$ cat config.mk
export PLATFORM = sky130hd
export DESIGN_NAME = boron_round_ctrl
export DESIGN_NICKNAME = d
export VERILOG_FILES = /design/src/rtl/boron_round_ctrl.sv
export SDC_FILE = /design/constraint.sdc
export NUM_CORES = 1
export LEC_CHECK = 0
export BUFFER_PORTS_ARGS = -buffer_cell sky130_fd_sc_hd__buf_2
export CAP_MARGIN = 20
export CORE_MARGIN = 1.5
export CORE_UTILIZATION = 30
export DETAILED_ROUTE_END_ITERATION = 8
export PLACE_DENSITY = 0.62
export SLEW_MARGIN = 10
export SYNTH_ARGS = -nofsm -noshare
export SYNTH_HDL_FRONTEND = slang
export SYNTH_SLANG_ARGS = --single-unit
$ cat constraint.sdc
create_clock -name i_clk -period 6.1 [get_ports i_clk]
set_clock_uncertainty 0.15 [all_clocks]
set_input_delay 1.22 -clock i_clk [delete_from_list [all_inputs] [get_ports i_clk]]
set_output_delay 1.22 -clock i_clk [all_outputs]
set_load 0.005 [all_outputs]
$ cat src/rtl/boron_round_ctrl.sv
// rtl/boron_round_ctrl.sv - iterative round sequencer for the BORON 64-bit block datapath
// Optional decrypt indexing is enabled by defining BORON_ROUND_CTRL_DECRYPT_EN.
module boron_round_ctrl #(
    parameter int DATA_WIDTH = 64,
    parameter int NUM_ROUNDS = 25,
    parameter int RND_W      = 5
) (
    input  logic                  i_clk,
    input  logic                  i_rst_n,
    input  logic                  i_valid,
    output logic                  o_ready,
    input  logic [DATA_WIDTH-1:0] i_block,
    output logic [DATA_WIDTH-1:0] o_rf_state,
    input  logic [DATA_WIDTH-1:0] i_rf_next,
    input  logic [DATA_WIDTH-1:0] i_fin_next,
    output logic [RND_W-1:0]      o_rnd_idx,
    output logic                  o_ks_load,
    output logic                  o_ks_step,
    output logic                  o_busy,
    output logic                  o_valid,
    input  logic                  i_ready,
`ifdef BORON_ROUND_CTRL_DECRYPT_EN
    input  logic                  i_decrypt,
`endif
    output logic [DATA_WIDTH-1:0] o_block
);

    localparam logic [RND_W-1:0] IDX_ZERO = '0;
    localparam logic [RND_W-1:0] IDX_TOP  = RND_W'(NUM_ROUNDS - 1);

    typedef enum logic [1:0] {
        IDLE  = 2'd0,
        ROUND = 2'd1,
        FINAL = 2'd2,
        DONE  = 2'd3
    } state_t;

    state_t                state;
    state_t                state_next;
    logic [DATA_WIDTH-1:0] state_reg;
    logic [RND_W-1:0]      rnd_idx;
    logic                  accept;
    logic                  decrypt_mode;
    logic                  accept_decrypt;
    logic [RND_W-1:0]      first_idx;
    logic [RND_W-1:0]      last_idx;

`ifdef BORON_ROUND_CTRL_DECRYPT_EN
    // Mode flag is captured with the block and held for the whole run.
    always_ff @(posedge i_clk or negedge i_rst_n) begin
        if (!i_rst_n) begin
            decrypt_mode <= 1'b0;
        end else if (accept) begin
            decrypt_mode <= i_decrypt;
        end
    end
    assign accept_decrypt = i_decrypt;
`else
    assign decrypt_mode   = 1'b0;
    assign accept_decrypt = 1'b0;
`endif

    assign accept    = i_valid & o_ready;
    assign first_idx = accept_decrypt ? IDX_TOP : IDX_ZERO;
    assign last_idx  = decrypt_mode ? IDX_ZERO : IDX_TOP;

    always_ff @(posedge i_clk or negedge i_rst_n) begin
        if (!i_rst_n) begin
            state <= IDLE;
        end else begin
            state <= state_next;
        end
    end

    always_comb begin
        state_next = state;
        case (state)
            IDLE:    if (accept) state_next = ROUND;
            ROUND:   if (rnd_idx == last_idx) state_next = FINAL;
            FINAL:   state_next = DONE;
            DONE:    if (i_ready) state_next = IDLE;
            default: state_next = IDLE;
        endcase
    end

    always_comb begin
        o_ready   = (state == IDLE);
        o_valid   = (state == DONE);
        o_busy    = (state != IDLE);
        o_ks_step = (state == ROUND);
        o_ks_load = i_valid & (state == IDLE);
    end

    // Datapath: block register and round index; index holds through FINAL and DONE.
    always_ff @(posedge i_clk or negedge i_rst_n) begin
        if (!i_rst_n) begin
            state_reg <= '0;
            rnd_idx   <= '0;
        end else begin
            case (state)
                IDLE: if (accept) begin
                    state_reg <= i_block;
                    rnd_idx   <= first_idx;
                end
                ROUND: begin
                    state_reg <= i_rf_next;
                    if (rnd_idx != last_idx) begin
                        rnd_idx <= decrypt_mode ? rnd_idx - 1'b1 : rnd_idx + 1'b1;
                    end
                end
                FINAL: state_reg <= i_fin_next;
                DONE:  if (i_ready) rnd_idx <= '0;
                default: ;
            endcase
        end
    end

    assign o_rf_state = state_reg;
    assign o_block    = state_reg;
    assign o_rnd_idx  = rnd_idx;

endmodule

Word-level counts from Yosys, hierarchy flattened
Cells that the tools add are included.
- flip-flop bits (word level): 71
- latch bits: 0
- RAM bits: 0
- bits in read-only memories: 0
- bits of input ports: 196
- output and inout bits: 138
- logic and storage cells: 31
- memories kept: 0
- add/subtract/negate cells: 1
- multiply operators: 0
- divide/modulo/power cells: 0
- order comparisons: 0
- eq/ne operators: 9
- shift operators: 0
- muxes and demuxes: 10
- bitwise operators: 1
- reduce and logical (&&, ||, !) cells: 7
- operator list (operator ; number):
    $pmux 64 s3 ; 1
    $mux 64 ; 1
    $mux 5 ; 3
    $pmux 5 s3 ; 1
    $ne 2x1->1 const B ; 4
    $pmux 2 s4 ; 1
    $mux 2 ; 3
    $reduce_bool 3->1 ; 2
    $add 5x1->5 const B ; 1
    $eq 5x5->1 const B ; 1
    $ne 5x5->1 const B ; 1
    $eq 2x2->1 const B ; 2
    $reduce_and 4->1 ; 1
    $reduce_and 3->1 ; 1
    $eq 2x1->1 const B ; 1
    $logic_not 2->1 ; 1
    $reduce_and 2->1 ; 1
    $reduce_bool 2->1 ; 1
    $and 1x1->1 ; 1

Logic depth before layout (Yosys ltp)
- depth after elaboration: 4
- mapped depth: 8
- gate-level depth less buffers: 5

Worst setup path after synthesis
No wires, ideal clock.
- kind: input to output
- from: input i_valid
- to: output o_ks_load
- arrival time: 1393 ps
- data required time: 4730 ps
- setup slack: 3337 ps
- stages on the path: 1
- buffers on the path: 0
- path through: and2_2
- longest elaborated chain between the ends: 1
- ends and longest elaborated chain (what ; RTL line ; source):
    start, declared ; 10 ; input logic i_valid,
    $and 1x1->1 ; 91 ; o_ks_load = i_valid & (state == IDLE);
    end, declared ; 17 ; output logic o_ks_load,
No other way between the ends.

Worst setup path in the final report
- from: input i_valid
- to: register state_reg[28], in the netlist o_block[28]
- longest elaborated chain between the ends: 3
- ends and longest elaborated chain (what ; RTL line ; source):
    $and 1x1->1 ; 63 ; assign accept = i_valid & o_ready;
    $ne 2x1->1 (no line) ; - ;
    $reduce_and 2->1 (no line) ; - ;
    end signal, assigned ; 102 ; state_reg <= i_block;
    end signal, assigned ; 106 ; state_reg <= i_rf_next;
    end signal, assigned ; 111 ; FINAL: state_reg <= i_fin_next;
    end, declared ; 40 ; logic [DATA_WIDTH-1:0] state_reg;
No other way between the ends.
A chain may end at the register's enable or synchronous reset.

==> flow_summary.ini <==
[run_status]
status = finished clean

[sta]
worst_pin_slew_ns = 0.908
fin_ws_ns = 2.98
rsz0062_at_grt = false
finalCritPeriodShare_pct = 51.1
period_minus_slack_ns = 3.12
maxSlewViolCount = 0
tns_ns = 0
clock.fmax_ghz = 0.321
hold_viol_final = 0
setup_viol = 0
maxSlewHeadroom_pct = 39.5

[final_layout]
drive_above_1_share_pct = 58.4
n_fill_cell = 1602
n_antenna_cell = 0
largest_reg_flops = 64
areaGrowthSynthToFinish_pct = 31.5
fin_nets = 923

[detailed_routing]
viasPerCell = 4.70
via_count = 4411
dr.pass1.iters = 5
drt-total-wl_um = 13800
wl_per_cell_um = 14.8
drc_errors = 0
route.antenna.remaining_nets = 0
drt_iter0_drc = 183

[yosys]
synth_cell_types = 32
synth_warnings = 0
synth_seq_area_share_pct = 36.6
syn_area_per_cell_um2 = 10.3
synth_seq_cells = 71
synth_fp_nets = 676
synth_area_mm2 = 0.00485
syn-instance-count = 473

[clock_tree]
ctsResizeCount = 0
cts.sinks = 71
clockRootBuffer = clkbuf_16
clkTransAtPathRegs_ns = 0.05
cts_setup_buffers = 0
clkLatencyLatePin_ns = 0.32
ctsHoldBuffers = 0
htreeDepth = 3
clk_path_buf_depth = 2
cts_tree = yes
numCtsBuffers = 9

[grt]
grt_overflow = 0
grt_pass1_vias = 3917
grt_max_degree = 130
antenna_found_initial = 0
grt_pass1_wl_um = 20000
grt_usage_pct = 15.2

[hold_path]
whs_endpoint = o_block[59]
hold_path_class = reg2reg
min-delay-start = o_block[59]
min_path_cells = 1

[flow_run]
drv_cap = 0

[setup_path]
worstSetupPathType = in2reg
start_kind = primary input
timing.rr.end = o_block[28]
worstReg2RegStart = state[0]
cp-end-kind = flop
crit_arrival_ns = 3.17
cp_max_fo = 42
r2r_slack_ns = 3.21
rr_worst_depth = 6
critPathRequiredTime_ns = 6.15

[floorplan]
die_x_um = 130
die_h_um = 130
die-area_mm2 = 0.0169
core_mm2 = 0.0158
ioPinCount = 334
rows = 46
initial_core_util_pct = 30.7

[pwr]
pwr-share-comb_pct = 65.1
power.leakage_nw = 3.30
peakVddDrop_v = 0.000604
switching_power_mw = 1.61
powerDensity_mw_per_mm2 = 645
intPower_mw = 2.50
p_seq_share_pct = 23.2
clockPowerShare_pct = 11.7
switching_share_pct = 39.1

[placed_design]
io_buffers = 333
gp_congestion = 0.787
dp_slack_ns = 2.63
dp.final_hpwl_um = 10000
-- per-stage QoR --
step                      total power, mW  instance area (µm²)  hold slack, ns  util, %  cells
after floorplan                      3.20                 4850           0.378        -    473
after global placement               3.60                 6090           0.357     38.5    924
after detailed placement             3.63                 6090           0.365     38.5    924
after CTS                            4.14                 6360           0.380     40.2    937
after global routing                 4.48                 6380           0.402     40.3    938
final                                4.11                 6380           0.380     40.3    938
-- layout make-up --
| type | count | area [µm²] | area share [%] |
|---|---|---|---|
| multi-input cells | 295 | 2330 | 36.5 |
| flip-flops and latches | 71 | 1780 | 27.8 |
| repair buffers | 337 | 1710 | 26.8 |
| well taps | 216 | 270 | 4.24 |
| clock buffers | 12 | 267 | 4.18 |
| inverters | 6 | 22.5 | 0.353 |
| clock inverters | 1 | 5.00 | 0.0784 |
-- kinds of logic (layout without fill, tap and decap cells) --
kind of cell | Yosys count | count (layout) | synth area share [%]
AOI/OAI and AO/OA | 139 | 139 | 18.3
buffers and inverters | 107 | 356 | 15.8
and+or+nand+nor | 83 | 83 | 7.55
DFF | 71 | 71 | 36.6
muxes | 66 | 66 | 19.9
adders and majority gates | 7 | 7 | 1.80
-- per-layer routing --
metal | global-route usage (%) | vias up | part of all wire (%)
li1 | - | 2130 | -
met1 | 19.7 | 2080 | 44
met2 | 25.9 | 191 | 49
met3 | 2.62 | 10 | 6.1
met4 | 4.71 | 0 | 1.0
met5 | 0 | - | 0
-- power groups by stage --
| stage | combinational, mW | clock, mW | sequential [mW] |
|---|---|---|---|
| 4_1_cts | 2.68 | 0.502 | 0.956 |
| 5_1_grt | 2.97 | 0.521 | 0.990 |
| 6_report | 2.68 | 0.481 | 0.955 |
| 3_5_place_dp | 2.68 | 0 | 0.957 |
| 2_1_floorplan | 2.28 | 0 | 0.927 |
| 3_3_place_gp | 2.64 | 0 | 0.960 |
-- worst max path at each step --
| stage | cells after the start | from | end |
|---|---|---|---|
| global route | 5 | i_valid | o_block[28] |
| finish | 5 | i_valid | o_block[28] |
| global placement | 5 | i_valid | o_block[29] |
| floorplan | 1 | i_valid | o_ks_load |
| CTS | 5 | i_valid | o_block[29] |
| detailed placement | 5 | i_valid | o_block[29] |
-- cells in the final DEF (no fill, tap or decap), types with 4 or more instances in the layout --
master,count
buf_2,332
a21oi_1,64
nand3_1,6
inv_1,6
dfrtp_1,71
a22oi_1,64
clkbuf_16,9
ha_1,4
nor2_1,65
mux2_4,60
mux2_2,5
buf_4,4
-- synth_stat cells (all sizes together) --
cell | n | share of area, %
or3 | 1 | 0.23
o22ai | 1 | 0.13
nand2 | 2 | 0.15
buf | 80 | 14
a21oi | 64 | 6.6
o41ai | 2 | 0.36
and2 | 1 | 0.15
inv | 6 | 0.46
a22oi | 64 | 9.9
ha | 7 | 1.8
nor2 | 65 | 5.0
or2 | 1 | 0.18
nand4b | 1 | 0.18
clkbuf | 21 | 1.6
o221ai | 1 | 0.18
a2111oi | 1 | 0.18
mux2 | 65 | 20
nand3 | 6 | 0.62
and4b | 1 | 0.21
a211oi | 1 | 0.15
o31ai | 3 | 0.46
nor2b | 3 | 0.54
nand2b | 2 | 0.26
mux2i | 1 | 0.21
o311ai | 2 | 0.36
dfrtp | 71 | 37
-- critical path, cell delays in order --
cell and delay (ns):
buf_2 0.12, nor2b_4 0.20, or2_4 0.70, buf_4 0.51, mux2_2 0.38
Note: power is estimated with default switching activity, not from simulation.
